### src/rtl/pipe_pkg.sv
// Shared pipeline-stage definitions: default widths, main-entry routing and the counter saturation helper.
package pipe_pkg;

  localparam int unsigned INSTR_W    = 32;
  localparam int unsigned REG_ADDR_W = 5;
  localparam int unsigned DEF_DATA_W = INSTR_W;
  localparam int unsigned DEF_CTRL_W = 8;
  localparam int unsigned DEF_CNT_W  = 16;
  localparam int unsigned SAT_MAX_W  = 32;

  // Where the main (output-driving) entry takes its next value from
  typedef enum logic [1:0] {
    MAIN_HOLD      = 2'd0,
    MAIN_FROM_IN   = 2'd1,
    MAIN_FROM_SKID = 2'd2,
    MAIN_EMPTY     = 2'd3
  } main_sel_e;

  // Increment a counter of width w, sticking at 2^w-1 instead of wrapping
  function automatic logic [SAT_MAX_W-1:0] sat_inc(input logic [SAT_MAX_W-1:0] cnt,
                                                   input int unsigned w);
    logic [SAT_MAX_W-1:0] max_v;
    max_v = (w >= SAT_MAX_W) ? '1 : ((SAT_MAX_W'(1) << w) - SAT_MAX_W'(1));
    return (cnt >= max_v) ? max_v : cnt + SAT_MAX_W'(1);
  endfunction

endpackage

### src/rtl/pipe_slot.sv
// One valid+ctrl+data entry; ctrl/data are cleared whenever the entry goes invalid.
module pipe_slot #(
  parameter int unsigned CTRL_W = 8,
  parameter int unsigned DATA_W = 32
) (
  input  logic              clk,
  input  logic              rst,
  input  logic              clr,
  input  logic              load,
  input  logic              drain,
  input  logic [CTRL_W-1:0] d_ctrl,
  input  logic [DATA_W-1:0] d_data,
  output logic              valid,
  output logic [CTRL_W-1:0] ctrl,
  output logic [DATA_W-1:0] data
);

  logic              valid_q;
  logic [CTRL_W-1:0] ctrl_q;
  logic [DATA_W-1:0] data_q;

  // Entry register: reset/flush win over load, load wins over drain
  always_ff @(posedge clk) begin
    if (rst || clr) begin
      valid_q <= 1'b0;
      ctrl_q  <= '0;
      data_q  <= '0;
    end else if (load) begin
      valid_q <= 1'b1;
      ctrl_q  <= d_ctrl;
      data_q  <= d_data;
    end else if (drain) begin
      valid_q <= 1'b0;
      ctrl_q  <= '0;
      data_q  <= '0;
    end
  end

  assign valid = valid_q;
  assign ctrl  = valid_q ? ctrl_q : '0;
  assign data  = valid_q ? data_q : '0;

endmodule

### src/rtl/pipe_stage_buffer.sv
// Pipeline-stage register with valid/ready handshake, optional skid entry, flush and stall/bubble counters.
module pipe_stage_buffer
  import pipe_pkg::*;
#(
  parameter int unsigned DATA_W = DEF_DATA_W,
  parameter int unsigned CTRL_W = DEF_CTRL_W,
  parameter int unsigned SKID   = 1,
  parameter int unsigned CNT_W  = DEF_CNT_W
) (
  input  logic              clk,
  input  logic              rst,
  input  logic              in_valid,
  output logic              in_ready,
  input  logic [CTRL_W-1:0] in_ctrl,
  input  logic [DATA_W-1:0] in_data,
  input  logic              flush,
  output logic              out_valid,
  input  logic              out_ready,
  output logic [CTRL_W-1:0] out_ctrl,
  output logic [DATA_W-1:0] out_data,
  output logic [CNT_W-1:0]  stall_cnt,
  output logic [CNT_W-1:0]  bubble_cnt
);

  logic accept;
  logic rel;

  assign accept = in_valid && in_ready;
  assign rel    = out_valid && out_ready;

  if (SKID == 0) begin : g_single

    pipe_slot #(.CTRL_W(CTRL_W), .DATA_W(DATA_W)) u_main (
      .clk    (clk),
      .rst    (rst),
      .clr    (flush),
      .load   (accept),
      .drain  (rel),
      .d_ctrl (in_ctrl),
      .d_data (in_data),
      .valid  (out_valid),
      .ctrl   (out_ctrl),
      .data   (out_data)
    );

    // Single entry: a departing entry frees the slot in the same cycle
    assign in_ready = !rst && (!out_valid || out_ready);

  end else begin : g_skid

    main_sel_e         main_sel;
    logic              main_load;
    logic              main_drain;
    logic [CTRL_W-1:0] main_d_ctrl;
    logic [DATA_W-1:0] main_d_data;
    logic              skid_load;
    logic              skid_drain;
    logic              skid_valid;
    logic [CTRL_W-1:0] skid_ctrl;
    logic [DATA_W-1:0] skid_data;

    // Route accepts and releases between main and skid, keeping FIFO order
    always_comb begin
      main_sel   = MAIN_HOLD;
      skid_load  = 1'b0;
      skid_drain = 1'b0;
      if (rel && skid_valid) begin
        main_sel   = MAIN_FROM_SKID;
        skid_drain = 1'b1;
      end else if (accept && (!out_valid || rel)) begin
        main_sel = MAIN_FROM_IN;
      end else if (rel) begin
        main_sel = MAIN_EMPTY;
      end
      if (accept && out_valid && !rel) begin
        skid_load = 1'b1;
      end
    end

    assign main_load   = (main_sel == MAIN_FROM_IN) || (main_sel == MAIN_FROM_SKID);
    assign main_drain  = (main_sel == MAIN_EMPTY);
    assign main_d_ctrl = (main_sel == MAIN_FROM_SKID) ? skid_ctrl : in_ctrl;
    assign main_d_data = (main_sel == MAIN_FROM_SKID) ? skid_data : in_data;

    pipe_slot #(.CTRL_W(CTRL_W), .DATA_W(DATA_W)) u_main (
      .clk    (clk),
      .rst    (rst),
      .clr    (flush),
      .load   (main_load),
      .drain  (main_drain),
      .d_ctrl (main_d_ctrl),
      .d_data (main_d_data),
      .valid  (out_valid),
      .ctrl   (out_ctrl),
      .data   (out_data)
    );

    pipe_slot #(.CTRL_W(CTRL_W), .DATA_W(DATA_W)) u_skid (
      .clk    (clk),
      .rst    (rst),
      .clr    (flush),
      .load   (skid_load),
      .drain  (skid_drain),
      .d_ctrl (in_ctrl),
      .d_data (in_data),
      .valid  (skid_valid),
      .ctrl   (skid_ctrl),
      .data   (skid_data)
    );

    // Ready comes from the skid flop only, so out_ready never reaches in_ready
    assign in_ready = !rst && !skid_valid;

  end

  logic [CNT_W-1:0] stall_q;
  logic [CNT_W-1:0] bubble_q;

  // Saturating stall/bubble counters, sampled on the presented outputs
  always_ff @(posedge clk) begin
    if (rst) begin
      stall_q  <= '0;
      bubble_q <= '0;
    end else begin
      if (out_valid && !out_ready) begin
        stall_q <= CNT_W'(sat_inc(SAT_MAX_W'(stall_q), CNT_W));
      end
      if (!out_valid) begin
        bubble_q <= CNT_W'(sat_inc(SAT_MAX_W'(bubble_q), CNT_W));
      end
    end
  end

  assign stall_cnt  = stall_q;
  assign bubble_cnt = bubble_q;

endmodule

### config.mk
export PLATFORM = sky130hd
export DESIGN_NAME = pipe_stage_buffer
export DESIGN_NICKNAME = d
export VERILOG_FILES = /design/src/rtl/pipe_pkg.sv /design/src/rtl/pipe_slot.sv /design/src/rtl/pipe_stage_buffer.sv
export SDC_FILE = /design/constraint.sdc
export NUM_CORES = 1
export LEC_CHECK = 0
export BUFFER_PORTS_ARGS = -buffer_cell sky130_fd_sc_hd__buf_2
export CORE_ASPECT_RATIO = 1.75
export CORE_MARGIN = 2
export CORE_UTILIZATION = 52
export DETAILED_ROUTE_END_ITERATION = 8
export PLACE_DENSITY = 0.85
export SYNTH_ARGS = -nofsm -noshare
export SYNTH_HDL_FRONTEND = slang
export SYNTH_SLANG_ARGS = --single-unit
export TNS_END_PERCENT = 30
### constraint.sdc
create_clock -name clk -period 2.6 [get_ports clk]
set_input_delay 0.52 -clock clk [delete_from_list [all_inputs] [get_ports clk]]
set_output_delay 0.52 -clock clk [all_outputs]
set_load 0.005 [all_outputs]
==> results of run 1 <==
[cell usage after synthesis (2+ instances only)]
library cell  number
a211oi_1           6
a21oi_1           50
a22oi_1           40
a311oi_1           2
a31oi_1            4
a41oi_1            2
and2_1            40
and3_1             4
buf_1              4
buf_2             11
buf_6              5
clkbuf_1          28
dfxtp_1          114
ha_1               3
inv_1              4
mux2_2            40
nand2_1           50
nand3_1           51
nand4_1            6
nand4_2            2
nand4b_1           2
nor2_1            53
nor2b_1            3
nor3_1            17
nor3b_1            2
nor4_1             9
nor4_2             2
o21ai_0           11
or2_2              4
or3_4              2
or4_1              2
xnor2_1           12
xor2_1             5
[worst paths after layout]
path                         endpoint  slack, ns  cells past startpoint
min           g_skid.u_skid.data_q[2]       0.36                      3
max          g_skid.u_main.data_q[16]       0.57                      5
min reg2reg   g_skid.u_skid.data_q[2]       0.46                      2
max reg2reg  g_skid.u_main.data_q[16]       0.57                      5
[worst min-delay path, delay by kind of cell]
kind,cells,cell delay [ns]
buffers and inverters,1,0.10
AND/OR/NAND/NOR,1,0.05
AO/OA/AOI/OAI,1,0.05
[cells by family (layout without fill, tap and decap cells)]
family / Yosys count / count (layout)
simple gates: 257 / 257
compound gates: 119 / 119
flops: 114 / 114
buf+inv: 52 / 165
mux: 40 / 40
xor+xnor: 17 / 17
fa+ha+maj: 3 / 3
[routing by layer]
| layer | share of wire | vias to the layer above | routed length [um] | GRT usage |
|---|---|---|---|---|
| met5 | 0 | - | 0 | 0 |
| met4 | 0.021 | 0 | 283 | 0.0998 |
| met3 | 0.063 | 30 | 862 | 0.0673 |
| met2 | 0.53 | 195 | 7210 | 0.463 |
| met1 | 0.39 | 2320 | 5310 | 0.274 |
| li1 | - | 2338 | - | - |
[power groups by stage]
stage / Combinational [mW] / Sequential (mW) / Clock [mW]
after global placement: 0.180 / 1.81 / 0
after CTS: 0.189 / 1.77 / 2.59
after floorplan: 0.104 / 1.80 / 0
after detailed placement: 0.187 / 1.81 / 0
final: 0.190 / 1.77 / 2.55
after global routing: 0.207 / 1.77 / 2.67
[final cells by class]
type | count | share of cell area
timing repair buffer | 130 | 0.111
clock inverter | 10 | 0.0273
multi-input combinational | 436 | 0.418
tap | 125 | 0.0237
clock buffer | 21 | 0.0714
sequential | 114 | 0.346
inverter | 4 | 0.00228
[sequential cells by signal, indices dropped and copies added (netlist names)]
register and flops:
g_skid.u_skid.valid 1, g_skid.u_main.ctrl_q 8, g_skid.u_main.valid 1, stall_cnt 16
bubble_cnt 16, g_skid.u_skid.ctrl_q 8, g_skid.u_skid.data_q 32, g_skid.u_main.data_q 32
==> results.sh, run 1 <==
export IMPL_netSwitchingPower_mw=0.897
export IMPL_whs_ns=0.364
export IMPL_grt_use_total=0.254
export IMPL_fmax_ghz=0.492
export IMPL_async_reset_ff_frac=0
export IMPL_synth_simple_area_share=0.256
export IMPL_max_slew_margin_rel=0.587
export IMPL_worst_ep_arrival_time_ns=2.37
export IMPL_synth_nets=650
export IMPL_yosys_warnings=0
export IMPL_yosysSeqAreaShare=0.434
export IMPL_dieArea_um2=11000
export IMPL_ys_top_cells_by_area="dfxtp_1 43%, mux2_2 8.6%, a22oi_1 5.7%"
export IMPL_total_power_mw=4.51
export IMPL_p_int_mw=3.61
export IMPL_holdCritPathClass="in2reg"
export IMPL_pwr_share_comb=0.042
export IMPL_rsz0062_at_grt="no"
export IMPL_fin_crit_ns=2.03
export IMPL_grt_max_degree=42
export IMPL_synth_flop_cell="dfxtp_1"
export IMPL_mostFrequentLayoutCell="buf_2"
export IMPL_end_kind="flop"
export IMPL_final_core_util=0.669
export IMPL_setup_viol_count_final=0
export IMPL_period_share=0.781
export IMPL_drtAntennaViolNets=0
export IMPL_io_pins=119
export IMPL_regArea_um2=2280
export IMPL_setup_tns_ns=0
export IMPL_fin_cells=840
export IMPL_antenna_found_initial=0
export IMPL_synthAdderAreaFrac=0.00714
export IMPL_crit_type="reg2reg"
export IMPL_fin_nets=751
export IMPL_place_gp_congestion=0.856
export IMPL_crit_slowest_cell="ha_2"
export IMPL_io_buffers=118
export IMPL_design_area_um2=6590
export IMPL_dp_cells=809
export IMPL_die_x_um=80
export IMPL_switching_share=0.199
export IMPL_critPathTopFamily="compound AO/OA/AOI/OAI gates"
export IMPL_multi_input_area_um2=2750
export IMPL_synth_seq_cells=114
export IMPL_num_vias=4883
export IMPL_dp_slack_ns=0.334
export IMPL_fin_worst_skew_ns=0.00819
export IMPL_dr_pass1_iters=5
export IMPL_row_count=48
export IMPL_grt_overflow_total=0
export IMPL_synth_compound_area_share=0.142
export IMPL_postCtsHoldBufs=0
export IMPL_dpl_hpwl_um=8960
export IMPL_start_kind="flop"
export IMPL_finalHoldViolCount=0
export IMPL_wl_per_cell_um=16.3
export IMPL_path_max_fanout=26
export IMPL_worst_slew_pin_slew_ns=0.620
export IMPL_post_dp_cell_area_um2=5940
export IMPL_die_y_um=137
export IMPL_grt_pass1_wl_um=22100
export IMPL_drc_errors=0
export IMPL_yosys_area_top_type="dfxtp_1"
export IMPL_clk_pin_slew_ns=0.05
export IMPL_synth_edf_count=0
export IMPL_ctsResizeCount=0
export IMPL_power_density_nw_per_um2=684
export IMPL_pwr_share_clk=0.565
export IMPL_core_area_um2=9850
export IMPL_cp_required_ns=2.94
export IMPL_cts_setup_buffers=0
export IMPL_yosys_cell_types_count=45
export IMPL_setup_ws_ns=0.569
export IMPL_synthXorXnorAreaFrac=0.0283
export IMPL_crit_chain="o311ai_0 > ha_2 > buf_4 > a22oi_1 > nor2_1"
export IMPL_syn2layout_area_growth_pct=25.4
export IMPL_wirelength_um=13700
export IMPL_status="complete, no violations"
export IMPL_n_fill_cell=781
export IMPL_synth_top_family_by_area="simple AND/OR/NAND/NOR gates"
export IMPL_cap_violations=0
export IMPL_final_cell_mix="118 x buf_2, 113 x dfxtp_1, 53 x nor2_1"
export IMPL_clk_latency_ns=0.40
export IMPL_synth_top_area_frac=0.434
export IMPL_p_seq_frac=0.393
export IMPL_avgSynthCellArea_um2=8.73
export IMPL_synthMuxAreaShare=0.0857
export IMPL_antenna_cells=0
export IMPL_grt_pass1_vias=4822
export IMPL_cts_made_buffers=17
export IMPL_slowest_delay_ns=0.52
export IMPL_cts_tree="built"
export IMPL_leakage_nw=2.56
export IMPL_slew_viol_final=0
export IMPL_crit_buf_inv=1
export IMPL_drtIter0Drc=218
export IMPL_hp_start="in_data[2]"
export IMPL_htreeDepth=4
export IMPL_cts_sinks=114
export IMPL_synthCells=602
export IMPL_clockRootBuffer="clkbuf_16"
export IMPL_start_util=0.534
export IMPL_viasPerCell=5.81
export IMPL_irDropWorstVdd_mv=0.549
export IMPL_syn_area_um2=5260
export IMPL_regToRegStartpoint="g_skid.u_skid.valid"
export IMPL_crit_start="g_skid.u_skid.valid"
export IMPL_layout_drive_gt1_share=0.305
export IMPL_cts_buffer_depth=2
(Power assumes the default switching activity.)
==> run 2, diff against run 1 <==
clock period = 2.1 ns   (was 2.6 ns; I/O delays follow)
==> run 2 against run 1 <==
Against the previous run:
- combinational power is 27% higher
- largest cell class unchanged
- worst setup slack got worse by 0.42 ns
- clock power grew 16%
- critical endpoint is now g_skid.u_skid.data_q[21]
- critical path depth increased by 1
- clock skew hardly changed
- hold slack worse by 0.092 ns
- register-to-register slack got worse by 0.42 ns
- critical path type unchanged
- clock-buffer cell count increased by 1
- highest routed layer unchanged
- first-iteration DRC count shrank 5.5%
==> results.sh, run 2 (synthesis gave the netlist of run 1 again) <==
export IMPL_status="complete, no violations"
export IMPL_cts_sinks=114
export IMPL_regArea_um2=2280
export IMPL_ff2ff_path_depth=6
export IMPL_io_buffers=118
export IMPL_design_area_um2=6650
export IMPL_cts_made_buffers=17
export IMPL_regToRegStartpoint="g_skid.u_main.valid"
export IMPL_postCtsHoldBufs=0
export IMPL_drtIter0Drc=206
export IMPL_drc_errors=0
export IMPL_hold_end="g_skid.u_skid.data_q[13]"
export IMPL_fin_nets=757
export IMPL_power_density_nw_per_um2=809
export IMPL_grt_overflow_total=0
export IMPL_path_max_fanout=41
export IMPL_end_kind="flop"
export IMPL_cp_required_ns=2.38
export IMPL_hp_start="in_data[13]"
export IMPL_multi_input_area_um2=2750
export IMPL_reg2reg_to="g_skid.u_skid.data_q[21]"
export IMPL_worstHoldPathCells=3
export IMPL_irDropWorstVdd_mv=0.913
export IMPL_post_dp_cell_area_um2=6030
export IMPL_antenna_found_initial=0
export IMPL_wl_per_cell_um=16.2
export IMPL_io_pins=119
export IMPL_syn2layout_area_growth_pct=26.6
export IMPL_dpl_hpwl_um=9050
export IMPL_clk_pin_slew_ns=0.06
export IMPL_final_cell_mix="118 x buf_2, 113 x dfxtp_1, 53 x nor2_1"
export IMPL_finalHoldViolCount=0
export IMPL_rrSetupSlack_ns=0.15
export IMPL_layout_drive_gt1_share=0.312
export IMPL_die_x_um=80
export IMPL_wirelength_um=13700
export IMPL_n_fill_cell=800
export IMPL_total_power_mw=5.38
export IMPL_core_area_um2=9850
export IMPL_start_kind="flop"
export IMPL_mostFrequentLayoutCell="buf_2"
export IMPL_ctsResizeCount=0
export IMPL_setup_tns_ns=0
export IMPL_cts_buffer_depth=2
export IMPL_clockRootBuffer="clkbuf_16"
export IMPL_holdCritPathClass="in2reg"
export IMPL_grt_max_degree=59
export IMPL_crit_type="reg2reg"
export IMPL_fin_crit_ns=1.95
export IMPL_antenna_cells=0
export IMPL_worst_ep_arrival_time_ns=2.23
export IMPL_setup_viol_count_final=0
export IMPL_grt_use_total=0.253
export IMPL_row_count=48
export IMPL_dieArea_um2=11000
export IMPL_fmax_ghz=0.513
export IMPL_leakage_nw=2.60
export IMPL_cap_violations=0
export IMPL_slew_viol_final=0
export IMPL_num_vias=4948
export IMPL_clk_latency_ns=0.40
export IMPL_die_y_um=137
export IMPL_worst_slew_pin_slew_ns=0.469
export IMPL_place_gp_congestion=0.840
export IMPL_rsz0062_at_grt="no"
export IMPL_max_slew_margin_rel=0.685
export IMPL_cts_tree="built"
export IMPL_grt_pass1_wl_um=22100
export IMPL_grt_pass1_vias=4790
export IMPL_fin_worst_skew_ns=0.00795
export IMPL_drtAntennaViolNets=0
export IMPL_dr_pass1_iters=5
export IMPL_reg_largest_list="g_skid.u_main.data_q (32), g_skid.u_skid.data_q (32)"
export IMPL_start_util=0.534
export IMPL_viasPerCell=5.84
export IMPL_htreeDepth=4
export IMPL_cts_setup_buffers=0
export IMPL_period_share=0.927
[run 2: cell types whose count changed in the layout (fill, tap and decap cells not counted)]
cell	previous run	this run
bufinv_16	5	3
buf_4	8	9
clkinv_2	3	5
clkbuf_8	3	4
buf_6	0	1
buf_12	4	8
[run 2: worst max path at each step]
stage                                    from                        to  slack (ns)  depth (start not counted)
after detailed placement                  rst   g_skid.u_main.ctrl_q[6]        0.03                          8
after CTS                 g_skid.u_main.valid  g_skid.u_skid.data_q[21]        0.06                          6
after global routing      g_skid.u_main.valid   g_skid.u_skid.data_q[0]        0.03                          6
after floorplan                           rst  g_skid.u_main.data_q[26]       0.003                         10
after global placement                    rst   g_skid.u_main.ctrl_q[5]        0.11                          8
final                     g_skid.u_main.valid  g_skid.u_skid.data_q[21]        0.15                          6
[run 2: stage by stage]
| step | setup WS (ns) | util | hold WS [ns] | std cells |
|---|---|---|---|---|
| 2_1_floorplan | 0.00312 | - | 0.445 | 602 |
| 3_5_place_dp | 0.0335 | 0.613 | 0.458 | 815 |
| 4_1_cts | 0.0553 | 0.675 | 0.255 | 847 |
| 6_report | 0.152 | 0.675 | 0.271 | 847 |
| 3_3_place_gp | 0.107 | 0.613 | 0.450 | 815 |
| 5_1_grt | 0.0254 | 0.675 | 0.264 | 847 |
[run 2: area by class of cell]
class                   count  area share
clock buffers              22      0.0728
inverters                   4     0.00226
repair buffers            136       0.125
well taps                 125      0.0235
clock inverters            10      0.0196
flip-flops and latches    114       0.343
multi-input cells         436       0.414
[run 2: report_power, final]
group	internal, mW	leakage [nW]	total, mW	switching, mW
Sequential	2.18	0.919	2.19	0.0127
Clock	1.98	0.302	2.95	0.970
Combinational	0.111	1.38	0.242	0.131
[run 2: routing by layer]
layer | GRT usage | up-vias | share of wire
li1 | - | 2352 | -
met1 | 0.277 | 2371 | 0.39
met2 | 0.462 | 199 | 0.52
met3 | 0.0561 | 26 | 0.062
met4 | 0.105 | 0 | 0.018
met5 | 0 | - | 0
[run 2: critical path, stage by stage (launching register included)]
cell	delay, ns
dfxtp_2	0.35
buf_6	0.27
nand2b_1	0.20
or4_1	0.45
buf_4	0.29
nand3_1	0.15
a21oi_1	0.08
==> run 3, diff against run 2 <==
CORE_UTILIZATION = 55   (was 52)
PLACE_DENSITY = 0.88   (was 0.85)
SYNTH_HIERARCHICAL = 1   (was not set)
==> run 3 against run 2 <==
Against the previous run:
- worst setup slack improved by 0.034 ns
- sequential power about the same
- design area increased by 9.7%
- critical path depth decreased by 2
- non-clock buffer count increased by 5
- synthesized area increased by 14%
- combinational power increased by 38%
- flip-flop and latch count unchanged
- first-iteration DRC count decreased by 8.3%
- utilization increased by 0.66 points
- critical endpoint is now stall_cnt[10]
- register-to-register slack improved by 0.03 ns
- largest power group unchanged
- cell count increased by 13%
- critical path type unchanged
==> results.sh, run 3 <==
export IMPL_crit_top_cell="or4_4"
export IMPL_critPathTopFamily="simple AND/OR/NAND/NOR gates"
export IMPL_yosys_area_top_type="dfxtp_1"
export IMPL_end_kind="flop"
export IMPL_wirelength_um=14700
export IMPL_antenna_cells=0
export IMPL_setup_viol_count_final=0
export IMPL_cts_setup_buffers=0
export IMPL_start_util=0.562
export IMPL_multi_input_area_um2=3410
export IMPL_irDropWorstVdd_mv=0.585
export IMPL_synth_seq_cells=114
export IMPL_crit_type="reg2reg"
export IMPL_clockRootBuffer="clkbuf_16"
export IMPL_dpl_hpwl_um=9570
export IMPL_final_cell_mix="118 x buf_2, 113 x dfxtp_1, 98 x nand2_1"
export IMPL_synth_most_common_cell="dfxtp_1"
export IMPL_period_share=0.911
export IMPL_htreeDepth=4
export IMPL_start_kind="flop"
export IMPL_yosysSeqAreaShare=0.380
export IMPL_cts_buffer_depth=2
export IMPL_layout_drive_gt1_share=0.271
export IMPL_drtIter0Drc=189
export IMPL_setup_ws_ns=0.186
export IMPL_wl_per_cell_um=15.4
export IMPL_pwr_share_clk=0.532
export IMPL_place_gp_congestion=0.885
export IMPL_viasPerCell=5.67
export IMPL_drc_errors=0
export IMPL_antenna_found_initial=0
export IMPL_async_reset_ff_frac=0
export IMPL_netSwitchingPower_mw=1.20
export IMPL_grt_overflow_total=0
export IMPL_cts_made_buffers=17
export IMPL_final_core_util=0.682
export IMPL_total_power_mw=5.46
export IMPL_worst_ep_arrival_time_ns=2.22
export IMPL_avgSynthCellArea_um2=8.52
export IMPL_regArea_um2=2280
export IMPL_grt_max_degree=42
export IMPL_grt_pass1_vias=5171
export IMPL_crit_chain="nand4_4 > or4_4 > or4_4 > o21ai_0"
export IMPL_synth_top_area_frac=0.380
export IMPL_design_area_um2=7300
export IMPL_leakage_nw=2.88
export IMPL_rsz0062_at_grt="no"
export IMPL_cts_sinks=114
export IMPL_status="complete, no violations"
export IMPL_whs_ns=0.271
export IMPL_dp_cells=921
export IMPL_io_pins=119
export IMPL_synthCells=706
export IMPL_synth_flop_cell="dfxtp_1"
export IMPL_fin_cells=953
export IMPL_max_slew_margin_rel=0.451
export IMPL_dieArea_um2=11800
export IMPL_fin_crit_ns=1.91
export IMPL_yosys_cell_types_count=40
export IMPL_fin_nets=858
export IMPL_cp_required_ns=2.41
export IMPL_n_fill_cell=852
export IMPL_io_buffers=118
export IMPL_postCtsHoldBufs=0
export IMPL_grt_use_total=0.250
export IMPL_holdCritPathClass="in2reg"
export IMPL_yosys_warnings=6
export IMPL_switching_share=0.220
export IMPL_finalHoldViolCount=0
export IMPL_syn_area_um2=6010
export IMPL_cts_tree="built"
export IMPL_crit_buf_inv=0
export IMPL_dp_slack_ns=0.0549
export IMPL_fin_worst_skew_ns=0.00703
export IMPL_synth_edf_count=0
export IMPL_worst_slew_pin_slew_ns=0.824
export IMPL_cap_violations=0
export IMPL_synth_nets=754
export IMPL_ctsResizeCount=0
export IMPL_num_vias=5400
export IMPL_p_int_mw=4.26
export IMPL_post_dp_cell_area_um2=6700
export IMPL_mostFrequentLayoutCell="buf_2"
export IMPL_clk_latency_ns=0.41
export IMPL_die_x_um=83.0
export IMPL_dr_pass1_iters=6
export IMPL_path_max_fanout=7
export IMPL_reg_largest_list="g_skid.u_main/data_q (32), g_skid.u_skid/data_q (32)"
export IMPL_slowest_delay_ns=0.60
export IMPL_p_seq_frac=0.407
export IMPL_clk_pin_slew_ns=0.05
export IMPL_syn2layout_area_growth_pct=21.3
export IMPL_synth_common_cells="114 x dfxtp_1, 98 x nand2_1, 96 x a21oi_1"
export IMPL_drtAntennaViolNets=0
export IMPL_setup_tns_ns=0
export IMPL_core_area_um2=10700
export IMPL_crit_slowest_cell="or4_4"
export IMPL_grt_pass1_wl_um=24400
export IMPL_die_y_um=142
export IMPL_slew_viol_final=0
export IMPL_power_density_nw_per_um2=749
export IMPL_fmax_ghz=0.523
export IMPL_pwr_share_comb=0.061
export IMPL_row_count=50
export IMPL_ys_top_cells_by_area="dfxtp_1 38%, or3b_1 11%, and2_1 8.3%"
[run 3: changes by cell type in the layout (fill, tap and decap cells not counted), moves of 6 or more]
cell / previous run / this run
or3b_1: 0 / 78
nand2_1: 50 / 98
a21oi_1: 50 / 96
a22oi_1: 40 / 0
and2_1: 40 / 80
nand3_1: 51 / 12
nor2_1: 53 / 15
buf_4: 9 / 20
inv_1: 4 / 11
mux2i_1: 0 / 7
nor3_1: 17 / 10
a211oi_1: 6 / 0
[run 3: worst reg2reg max path: cells and delay by family, from the launching register on]
kind | cells | cell delay (ns)
simple gates | 3 | 1.26
compound gates | 1 | 0.13
flops | 1 | 0.44
[run 3: cell families after synthesis]
kind of cell / after synthesis / synth area share
DFF: 114 / 0.380
muxes: 47 / 0.0866
AOI/OAI and AO/OA: 118 / 0.103
adders and majority gates: 3 / 0.00624
buffers and inverters: 67 / 0.0547
xor gates and xnor gates: 16 / 0.0233
and+or+nand+nor: 341 / 0.346
[run 3: worst paths after layout]
check             slack (ns)                        to  cells past startpoint           from
hold reg to reg         0.54              stall_cnt[6]                      1   stall_cnt[6]
hold / removal          0.27  g_skid.u_skid/data_q[16]                      3    in_data[16]
setup reg to reg        0.19             stall_cnt[10]                      4  stall_cnt[10]
setup / recovery        0.19             stall_cnt[10]                      4  stall_cnt[10]
[run 3: per-layer routing]
metal / GRT usage / routed length [um] / vias to the layer above
met4: 0.0880 / 321 / 0
met1: 0.293 / 6030 / 2560
met3: 0.0557 / 736 / 30
met2: 0.446 / 7580 / 167
met5: 0 / 0 / -
li1: - / - / 2643
[run 3: final cells by class]
type                       count  area share
clock inverter                10      0.0182
multi-input combinational    525       0.468
inverter                      11     0.00566
sequential                   114       0.313
tap                          130      0.0223
timing repair buffer         141       0.110
clock buffer                  22      0.0636
[run 3: power groups by stage]
stage / combinational (mW) / sequential, mW / clock, mW
after detailed placement: 0.329 / 2.27 / 0
after CTS: 0.334 / 2.22 / 2.96
after floorplan: 0.220 / 2.26 / 0
after global placement: 0.323 / 2.27 / 0
final: 0.334 / 2.22 / 2.90
after global routing: 0.372 / 2.23 / 3.03
